--- config.mk ---
export PLATFORM = sky130hd
export DESIGN_NAME = regfile_wb_arbiter_flat
export DESIGN_NICKNAME = d
export VERILOG_FILES = /design/src/rtl/regfile_wb_arbiter_pkg.sv /design/src/rtl/regfile_wb_arbiter_if.sv /design/src/rtl/regfile_wb_arbiter_rr_arbiter.sv /design/src/rtl/regfile_wb_arbiter.sv /design/src/flat_wrapper.sv
export SDC_FILE = /design/constraint.sdc
export NUM_CORES = 1
export LEC_CHECK = 0
export CORE_AREA = 2 2 98 100
export CTS_CLUSTER_SIZE = 24
export DETAILED_ROUTE_END_ITERATION = 10
export DIE_AREA = 0 0 100 102
export DONT_BUFFER_PORTS = 1
export GPL_TIMING_DRIVEN = 0
export PLACE_DENSITY_LB_ADDON = 0.05
export SLEW_MARGIN = 10
export SYNTH_ARGS = -nofsm -noshare
export SYNTH_HDL_FRONTEND = slang
export SYNTH_SLANG_ARGS = --single-unit
--- constraint.sdc ---
create_clock -name clk -period 2 [get_ports clk]
set_input_delay 0.4 -clock clk [delete_from_list [all_inputs] [get_ports clk]]
set_output_delay 0.4 -clock clk [all_outputs]
set_load 0.02 [all_outputs]
--- src/rtl/regfile_wb_arbiter_pkg.sv ---
// Shared register-file constants. The same values are used by the register
// file and the decode stage, so they are kept here rather than in each module.
package regfile_wb_arbiter_pkg;

    localparam int WORDSIZE_DEF = 32;  // register data width
    localparam int REGS_DEF     = 32;  // architectural registers
    localparam int AW_DEF       = 5;   // register address width
    localparam int NREQ_DEF     = 3;   // writeback sources: ALU, load, mul/div
    localparam int X0           = 0;   // hardwired-zero register index

endpackage

--- src/rtl/regfile_wb_arbiter_if.sv ---
// Writeback request bus and issue-stage claim bus.
//   master : writeback sources and issue stage (drive valid/addr/data, claims)
//   slave  : regfile_wb_arbiter (returns one-hot req_ready and claim_ready)
// Requester i occupies req_addr[i*AW +: AW] and req_data[i*WORDSIZE +: WORDSIZE].
interface regfile_wb_arbiter_if
    import regfile_wb_arbiter_pkg::*;
#(
    parameter int NREQ     = NREQ_DEF,
    parameter int AW       = AW_DEF,
    parameter int WORDSIZE = WORDSIZE_DEF
);
    logic [NREQ-1:0]          req_valid;
    logic [NREQ*AW-1:0]       req_addr;
    logic [NREQ*WORDSIZE-1:0] req_data;
    logic [NREQ-1:0]          req_ready;
    logic                     claim_valid;
    logic [AW-1:0]            claim_addr;
    logic                     claim_ready;

    modport master (
        output req_valid, req_addr, req_data, claim_valid, claim_addr,
        input  req_ready, claim_ready
    );

    modport slave (
        input  req_valid, req_addr, req_data, claim_valid, claim_addr,
        output req_ready, claim_ready
    );
endinterface

--- src/rtl/regfile_wb_arbiter_rr_arbiter.sv ---
// Round-robin arbiter for the register-file write port.
// Ports:
//   clk, rst : clock, async active-low reset
//   req      : request vector (one bit per writeback source)
//   gnt      : one-hot grant, zero when nothing is requested
//   gnt_idx  : index of the granted requester (valid when gnt_vld)
//   gnt_vld  : any grant this cycle
// The grant is a pure function of req and rr_ptr, so no requester's grant
// depends on another requester's grant.
module regfile_wb_arbiter_rr_arbiter
    import regfile_wb_arbiter_pkg::*;
#(
    parameter int NREQ = NREQ_DEF,
    localparam int IW  = (NREQ > 1) ? $clog2(NREQ) : 1
) (
    input  logic            clk,
    input  logic            rst,
    input  logic [NREQ-1:0] req,
    output logic [NREQ-1:0] gnt,
    output logic [IW-1:0]   gnt_idx,
    output logic            gnt_vld
);

    logic [IW-1:0] rr_ptr;

    // Walk offsets from highest to lowest so the candidate closest to rr_ptr
    // (offset 0) is the last one written and therefore wins.
    always_comb begin
        int idx;
        gnt     = '0;
        gnt_idx = '0;
        gnt_vld = 1'b0;
        for (int k = NREQ - 1; k >= 0; k--) begin
            idx = int'(rr_ptr) + k;
            if (idx >= NREQ) idx = idx - NREQ;
            if (req[idx]) begin
                gnt      = '0;
                gnt[idx] = 1'b1;
                gnt_idx  = IW'(idx);
                gnt_vld  = 1'b1;
            end
        end
    end

    always_ff @(posedge clk or negedge rst) begin
        if (!rst)
            rr_ptr <= '0;
        else if (gnt_vld)
            rr_ptr <= (int'(gnt_idx) == NREQ - 1) ? '0 : gnt_idx + 1'b1;
    end

endmodule

--- src/rtl/regfile_wb_arbiter.sv ---
// Shares the single register-file write port among NREQ writeback sources and
// keeps the busy scoreboard used by decode for RAW/WAW stalls.
// Ports:
//   clk, rst  : clock, async active-low reset
//   bus       : request/claim bus (slave side)
//   rf_we     : register-file write enable, one cycle after the handshake
//   rf_saddr  : register-file write address (registered)
//   rf_wdata  : register-file write data (registered)
//   busy      : bit r set while a claimed write to r is outstanding
module regfile_wb_arbiter
    import regfile_wb_arbiter_pkg::*;
#(
    parameter int WORDSIZE = WORDSIZE_DEF,
    parameter int REGS     = REGS_DEF,
    parameter int AW       = AW_DEF,
    parameter int NREQ     = NREQ_DEF
) (
    input  logic                clk,
    input  logic                rst,
    regfile_wb_arbiter_if.slave bus,
    output logic                rf_we,
    output logic [AW-1:0]       rf_saddr,
    output logic [WORDSIZE-1:0] rf_wdata,
    output logic [REGS-1:0]     busy
);

    localparam int IW = (NREQ > 1) ? $clog2(NREQ) : 1;

    typedef struct packed {
        logic                we;
        logic [AW-1:0]       addr;
        logic [WORDSIZE-1:0] data;
    } wb_t;

    logic [NREQ-1:0]     gnt;
    logic [IW-1:0]       gnt_idx;
    logic                gnt_vld;
    logic [AW-1:0]       sel_addr;
    logic [WORDSIZE-1:0] sel_data;
    logic                claim_in_range;
    logic [REGS-1:0]     busy_nxt;
    wb_t                 wb_q;

    regfile_wb_arbiter_rr_arbiter #(.NREQ(NREQ)) u_arb (
        .clk     (clk),
        .rst     (rst),
        .req     (bus.req_valid),
        .gnt     (gnt),
        .gnt_idx (gnt_idx),
        .gnt_vld (gnt_vld)
    );

    assign bus.req_ready = gnt;

    always_comb begin
        sel_addr = bus.req_addr[int'(gnt_idx)*AW +: AW];
        sel_data = bus.req_data[int'(gnt_idx)*WORDSIZE +: WORDSIZE];
    end

    // A granted write to x0 still completes the handshake and updates the
    // address/data pins, but never asserts the write enable. With no grant
    // only the enable drops; address/data hold.
    always_ff @(posedge clk or negedge rst) begin
        if (!rst) begin
            wb_q <= '0;
        end else if (gnt_vld) begin
            wb_q.we   <= (sel_addr != AW'(X0));
            wb_q.addr <= sel_addr;
            wb_q.data <= sel_data;
        end else begin
            wb_q.we <= 1'b0;
        end
    end

    assign rf_we    = wb_q.we;
    assign rf_saddr = wb_q.addr;
    assign rf_wdata = wb_q.data;

    // Out-of-range addresses are refused; x0 is never busy so its claim is
    // always accepted and simply has no effect.
    assign claim_in_range  = (int'(bus.claim_addr) < REGS);
    assign bus.claim_ready = claim_in_range && !busy[bus.claim_addr];

    // Clear for the write retiring this cycle first, then the new claim, so a
    // set and clear of the same register at one edge leaves it set.
    always_comb begin
        busy_nxt = busy;
        if (rf_we)
            busy_nxt[rf_saddr] = 1'b0;
        if (bus.claim_valid && bus.claim_ready && bus.claim_addr != AW'(X0))
            busy_nxt[bus.claim_addr] = 1'b1;
        busy_nxt[X0] = 1'b0;
    end

    always_ff @(posedge clk or negedge rst) begin
        if (!rst)
            busy <= '0;
        else
            busy <= busy_nxt;
    end

endmodule

--- src/flat_wrapper.sv ---
// flat-port wrapper written by rule: the top's interface ports become plain ports
module regfile_wb_arbiter_flat import regfile_wb_arbiter_pkg::*;
#(
    parameter int WORDSIZE = WORDSIZE_DEF,
    parameter int REGS     = REGS_DEF,
    parameter int AW       = AW_DEF,
    parameter int NREQ     = NREQ_DEF
)
  (clk, rst, rf_we, rf_saddr, rf_wdata, busy, bus_req_valid, bus_req_addr, bus_req_data, bus_claim_valid, bus_claim_addr, bus_req_ready, bus_claim_ready);
  regfile_wb_arbiter_if #(.NREQ(NREQ), .AW(AW), .WORDSIZE(WORDSIZE)) bus_i ();
  input  logic clk;
  input  logic rst;
  output logic rf_we;
  output logic [AW-1:0] rf_saddr;
  output logic [WORDSIZE-1:0] rf_wdata;
  output logic [REGS-1:0] busy;
  input wire logic [$bits(bus_i.req_valid)-1:0] bus_req_valid;
  input wire logic [$bits(bus_i.req_addr)-1:0] bus_req_addr;
  input wire logic [$bits(bus_i.req_data)-1:0] bus_req_data;
  input wire logic [$bits(bus_i.claim_valid)-1:0] bus_claim_valid;
  input wire logic [$bits(bus_i.claim_addr)-1:0] bus_claim_addr;
  output wire logic [$bits(bus_i.req_ready)-1:0] bus_req_ready;
  output wire logic [$bits(bus_i.claim_ready)-1:0] bus_claim_ready;
  assign bus_i.req_valid = bus_req_valid;
  assign bus_i.req_addr = bus_req_addr;
  assign bus_i.req_data = bus_req_data;
  assign bus_i.claim_valid = bus_claim_valid;
  assign bus_i.claim_addr = bus_claim_addr;
  assign bus_req_ready = bus_i.req_ready;
  assign bus_claim_ready = bus_i.claim_ready;
  regfile_wb_arbiter #(.WORDSIZE(WORDSIZE), .REGS(REGS), .AW(AW), .NREQ(NREQ)) u_core (.clk(clk), .rst(rst), .bus(bus_i), .rf_we(rf_we), .rf_saddr(rf_saddr), .rf_wdata(rf_wdata), .busy(busy));
endmodule
## After elaboration in Yosys (flattened, before gate mapping)

Index checks and enable logic that the tools add are counted.

| storage, ports and cells | value |
|---|---|
| register bits | 71 |
| bits of input ports | 122 |
| output and inout port bits | 74 |
| word-level logic and storage cells | 78 |

| cells by class | value |
|---|---|
| add/subtract/negate cells | 6 |
| multipliers | 1 |
| magnitude comparators | 13 |
| eq/ne operators | 1 |
| shifts and indexed selects | 2 |
| muxes and demuxes | 37 |
| bitwise gates (word level) | 3 |
| reductions and logical operators | 10 |

Operators by type and width:

| kind | number |
|---|---|
| 2-to-1 mux 32 bit | 5 |
| >= comparator 32 x 1 -> 1 bit, second input constant | 3 |
| < comparator 32 x 4 -> 1 bit, second input constant | 3 |
| variable part select 96 x 8 -> 32 bit | 1 |
| bitwise AND 32 bit | 1 |
| >= comparator 32 x 3 -> 1 bit, second input constant | 1 |
| NOT 32 bit | 1 |
| OR 32 bit | 1 |
| variable part select 15 x 32 -> 5 bit | 1 |
| subtractor 32 x 3 -> 32 bit, second input constant | 1 |
| 2-to-1 mux 1 bit | 16 |
| < comparator 5 x 6 -> 1 bit, second input constant | 2 |
| demux 1 bit (select 5 bit) | 2 |
| >= comparator 5 x 1 -> 1 bit, second input constant | 2 |
| nonzero test 5 bit | 2 |
| 2-to-1 mux 3 bit | 3 |
| 2-to-1 mux 2 bit | 4 |
| logical AND 1 bit | 7 |
| binary-select mux 1 bit (select 2 bit) | 3 |
| demux 1 bit (select 2 bit) | 3 |
| binary-select mux 1 bit (select 5 bit) | 1 |
| multiplier 2 x 3 -> 5 bit, second input constant | 1 |
| subtractor 3 x 2 -> 4 bit, second input constant | 1 |
| adder 2 x 1 -> 3 bit, second input constant | 1 |
| other kinds (7) | 7 |

## Depth between registers and ports, before layout

| logic depth | value |
|---|---|
| word-level depth | 13 |
| depth in mapped cells | 10 |
| gate-level depth less buffers | 8 |

## By module

From an unflattened synthesis, not the netlist that was laid out.

| unflattened totals | value |
|---|---|
| cells, all modules | 453 |
| area total of the unflattened synthesis | 4,181.5 µm² |

Modules (own cells, without submodules):

| module | instances | cells each | area an instance (µm²) | sequential area each (µm²) |
|---|---|---|---|---|
| regfile_wb_arbiter | 1 | 404 | 3,787.4 | 1,726.7 |
| regfile_wb_arbiter_rr_arbiter | 1 | 49 | 394.1 | 50.0 |

## Least setup slack after synthesis

OpenSTA, ideal clock, no wires.

| timing path | value |
|---|---|
| path kind | in2out |
| from | in bus_claim_addr[1] |
| to | out bus_claim_ready |
| arrival | 1.922 ns |
| data required time | 1.600 ns |
| path slack | -0.322 ns |
| stages on the path | 6 |
| buffers on the path | 2 |
| cell sequence | buf_1 mux4_2 a221oi_2 nand3_2 buf_6 nor2_1 |

| between the ends | value |
|---|---|
| cells in the longest elaborated chain, start to end | 3 |

RTL lines:

| what | RTL line | RTL |
|---|---|---|
| start, declared | flat_wrapper.sv:21 | `input wire logic [$bits(bus_i.claim_addr)-1:0] bus_claim_addr;` |
| binary-select mux 1 bit (select 5 bit) | regfile_wb_arbiter.sv:82 | `assign bus.claim_ready = claim_in_range && !busy[bus.claim_addr];` |
| 2-to-1 mux 1 bit (not written as such) | regfile_wb_arbiter.sv:82 |  |
| logical NOT 1 bit | regfile_wb_arbiter.sv:82 |  |
| end, declared | flat_wrapper.sv:23 | `output wire logic [$bits(bus_i.claim_ready)-1:0] bus_claim_ready;` |

Every way passes these cells. The select of a mux whose other input is x is not followed.

## Worst setup path after layout

| timing path | value |
|---|---|
| from | reg u_core.busy[4] |
| to | out bus_claim_ready |

| between the ends | value |
|---|---|
| cells in the longest elaborated chain, start to end | 3 |

RTL lines:

| what | RTL line | RTL |
|---|---|---|
| start, declared | regfile_wb_arbiter.sv:24 | `output logic [REGS-1:0] busy` |
| start signal, assigned | regfile_wb_arbiter.sv:99 | `busy <= busy_nxt;` |
| binary-select mux 1 bit (select 5 bit) | regfile_wb_arbiter.sv:82 |  |
| 2-to-1 mux 1 bit (not written as such) | regfile_wb_arbiter.sv:82 |  |
| logical NOT 1 bit | regfile_wb_arbiter.sv:82 |  |

Every way passes these cells. The select of a mux whose other input is x is not followed.

==> results by group <==
Run status
  • Outcome: finished with violations
  • Failing checks: hold timing, setup timing

Global routing
  • Vias in the first global route: 3,632
  • Met2 usage: 40.6%
  • Antenna violations before repair: 0
  • Total Routing Usage GR: 25.3%
  • Grt ovf: 0
  • Met3 Usage GRT: 6.43%
  • M1 GR Usage: 33.0%
  • Top Usage Layer GRT: met2
  • Pin count of the biggest net entering global routing: 72
  • First-pass GRT wire length: 19.8 mm

Clocking
  • Clock sink total: 71
  • Clock Tree Buf Depth: 2
  • H-tree Lvls: 3
  • Root Driver: clkbuf_8
  • CTS tree: built
  • Worst skew pair latency: 0.35 ns
  • Worst-path clk slew: 0.09 ns
  • Inserted Clock Buffers: 9

STA
  • Setup ws final: -0.471 ns
  • Worst slew margin: 42.5%
  • RSZ-0062 raised after global routing: true
  • Sum Neg Setup Slack: -17.48 ns
  • Max Fclk: 405 MHz
  • Final Hold Violating Endpoints: 71
  • Skew final: 0.0127 ns
  • Max-slew violations: 0
  • Part of the cycle the worst path needs: 124%
  • Hold Worst Slack: -0.270 ns
  • Final min period: 2.47 ns
  • Count of final setup violators: 63
  • Slew @ Worst Pin: 0.863 ns

Setup path
  • Max stage delay cell, worst path: mux4_2
  • CP bufs+invs: 2
  • Critical Path RT: 1.60 ns
  • CP arrival: 2.07 ns
  • Largest stage delay, worst path: 0.48 ns
  • Top delay family on crit path: multiplexers
  • CP cell instances: mux4_2 > inv_2 > o22ai_2 > a221oi_2 > nand3_2 > buf_8 > nor2_4
  • CP Max Fanout: 3
  • WS Path Type: register to output port
  • Startpoint class of the critical path: register
  • Crit. End Element: output port

Job
  • Max-Cap Viols: 0

Detailed routing
  • First-pass detailed-route iteration total: 4
  • Routed WL: 13.7 mm
  • DR WL/cell: 24.7 um
  • Via Count: 3,586
  • Drt drc: 0
  • Final ANT Viol Nets: 0
  • Vias per cell: 6.48
  • Initial detailed-routing violation count: 157

Final layout
  • Layout net count: 564
  • Layout cell share with drive strength beyond 1: 44.8%
  • Ant diodes: 0
  • Area Growth Syn to Fin: 43.8%
  • Final cell count without fillers: 553

Yosys
  • Mapped Nets: 510
  • Area share of the leading cell type in the synthesized netlist: 44.5%
  • Register bit total from synthesis: 71
  • Syn Area/Cell: 10.4 um^2
  • Cell count after synthesis: 384
  • Ranking of synthesized cells by area: dfrtp_1, mux2i_1, o21ai_0
  • Synth Cell Area: 3990 um^2
  • Sequential area share after synthesis: 44.5%
  • Synth warnings: 0
  • Post-synth cell types: 42
  • Cell taking the most area after synthesis: dfrtp_1

Power
  • Comb pwr share: 56.1%
  • Psw: 5.22 mW
  • Clock power frac: 10.9%
  • Sequential Power Share: 33.0%
  • LEAKAGE: 2.15 nW
  • Switching Share: 44.6%
  • Pwr/cell area: 2040 nW/um^2
  • Int Pwr: 6.49 mW
  • Maximum vdd ir drop: 0.961 mV

Placed design
  • Placed cell count: 495
  • HPWL Detailed: 8.53 mm
  • Port Buf Inserts: 0
  • Final Wtd Congestion: 0.862
  • Pre-CTS WS: -0.553 ns

Floorplan
  • Row count: 35
  • Effective utilization at floorplan: 43.8%
  • Num ports: 196
  • Die Wd: 100 um
  • Full die area: 10,200 um^2
  • Core Footprint: 9110 um^2
  • Die Ht: 102 um

Min path
  • HP Class: input port to asynchronous set/reset pin
[power by group through the flow]
stage	Sequential [mW]	Combinational [mW]	Clock, mW
after floorplan	3.55	2.98	0
after global placement	3.82	3.58	0
after detailed placement	3.83	3.65	0
after CTS	3.85	6.01	1.28
after global routing	3.97	6.97	1.34
final	3.87	6.57	1.27
[cell usage in the layout, fill, tap and decap left out, drive strengths merged, types with 2 or more instances in the layout]
master,n
buf,56
clkinvlp,2
o22ai,5
mux2,5
nand2b,2
nor2b,5
nor2,12
nand2,16
o31ai,32
dfrtp,71
mux4,7
bufinv,2
nor3,6
a211oi,2
nand3,7
a21oi,8
clkbuf,21
a221oi,2
ha,4
or3b,4
o21ai,67
mux2i,40
nand3b,9
a22oi,35
inv,10
or3,2
[per-stage QoR]
step	utilization (%)	power (mW)	hold slack [ns]	instance area (um^2)
3_5_place_dp	46.9	7.47	0.106	4270
5_1_grt	63.1	12.3	-0.275	5740
6_report	63.1	11.7	-0.270	5740
3_3_place_gp	46.9	7.40	0.106	4270
2_1_floorplan	-	6.53	0.104	4140
4_1_cts	60.2	11.1	-0.278	5480
[area by class of cell]
type / count / area (um^2)
buffer: 22 / 325
clock buffer: 10 / 128
clock inverter: 5 / 83.8
fill: 712 / 3360
inverter: 10 / 45.0
multi-input combinational: 279 / 2630
sequential: 71 / 1790
tap: 111 / 139
timing repair buffer: 45 / 607
[sequential cells by signal (all words and copies together) (netlist names)]
register	count
u_core.u_arb.rr_ptr	2
u_core.rf_saddr	5
u_core.rf_we	1
u_core.rf_wdata	32
u_core.busy	31
[cell usage after synthesis]
library cell and count:
dfrtp_1 71, o21ai_0 67, mux2i_1 39, a22oi_1 35
o31ai_1 32, nand2_1 16, nor2_1 12, inv_1 10
nand3b_1 9, a21oi_1 8, clkbuf_1 8, mux4_2 6
nand3_1 6, nor3_1 6, buf_2 5, buf_6 5
mux2_2 5, nor2b_1 5, ha_1 4, o22ai_1 4
or3b_2 4, buf_4 3, a211oi_1 2, buf_1 2
nand2b_1 2, or3_1 2, a221oi_1 1, a221oi_2 1
a22o_1 1, and3b_1 1, and4bb_2 1, clkbuf_2 1
conb_1 1, mux2i_2 1, mux4_1 1, nand3_2 1
o21a_1 1, o21bai_1 1, o221ai_1 1, o22ai_2 1
o31a_1 1, or2_2 1
[cells by family (layout without fill, tap and decap cells)]
family / Yosys count / count (layout) / share of synthesized area [%]
multiplexers: 52 / 52 / 15.6
AND/OR/NAND/NOR: 66 / 66 / 9.05
adder cells (fa/ha/maj): 4 / 4 / 1.25
AO/OA/AOI/OAI: 156 / 156 / 24.9
other: 1 / 1 / 0.0939
buffers and inverters: 34 / 92 / 4.61
flip-flops: 71 / 71 / 44.5
[final timing paths]
path / from / end / slack [ns] / depth (start not counted)
setup reg to reg: u_core.u_arb.rr_ptr[0]$_DFFE_PN0P_ / u_core.rf_saddr[2]$_DFFE_PN0P_ / -0.45 / 13
min in group clk: bus_req_data[84] / u_core.rf_wdata[20]$_DFFE_PN0P_ / 0.16 / 2
max in group asynchronous: rst / u_core.u_arb.rr_ptr[1]$_DFFE_PN0P_ / 2.13 / 0
setup / recovery: u_core.busy[4]$_DFF_PN0_ / bus_claim_ready / -0.47 / 7
hold / removal: rst / u_core.busy[11]$_DFF_PN0_ / -0.27 / 0
hold reg to reg: u_core.busy[10]$_DFF_PN0_ / u_core.busy[10]$_DFF_PN0_ / 0.63 / 2
[timing repair]
action / 4_1_cts / 5_1_grt
buffers inserted: 30 / 9
hold endpoints to repair: 71 / 71
resized for setup: 132 / 46
cloned: 10 / 2
endpoints found under the setup margin: 63 / 67
pin swaps: 26 / 25
[routing by layer]
metal	up-vias	share of wire (%)
met2	171	51
met5	-	0
li1	1590	-
met4	0	1.9
met3	21	7.6
met1	1804	40
[worst reg2reg max path, cell delays in order, from the launching register on]
cell      delay, ns
dfrtp_1        0.40
buf_6          0.13
ha_4           0.15
buf_6          0.12
mux2i_4        0.19
mux2i_4        0.26
buf_6          0.15
o22ai_4        0.08
buf_12         0.16
buf_12         0.15
buf_4          0.13
nor3_2         0.11
a211oi_2       0.06
mux2_4         0.25
Power figures use the tool's default switching activity.
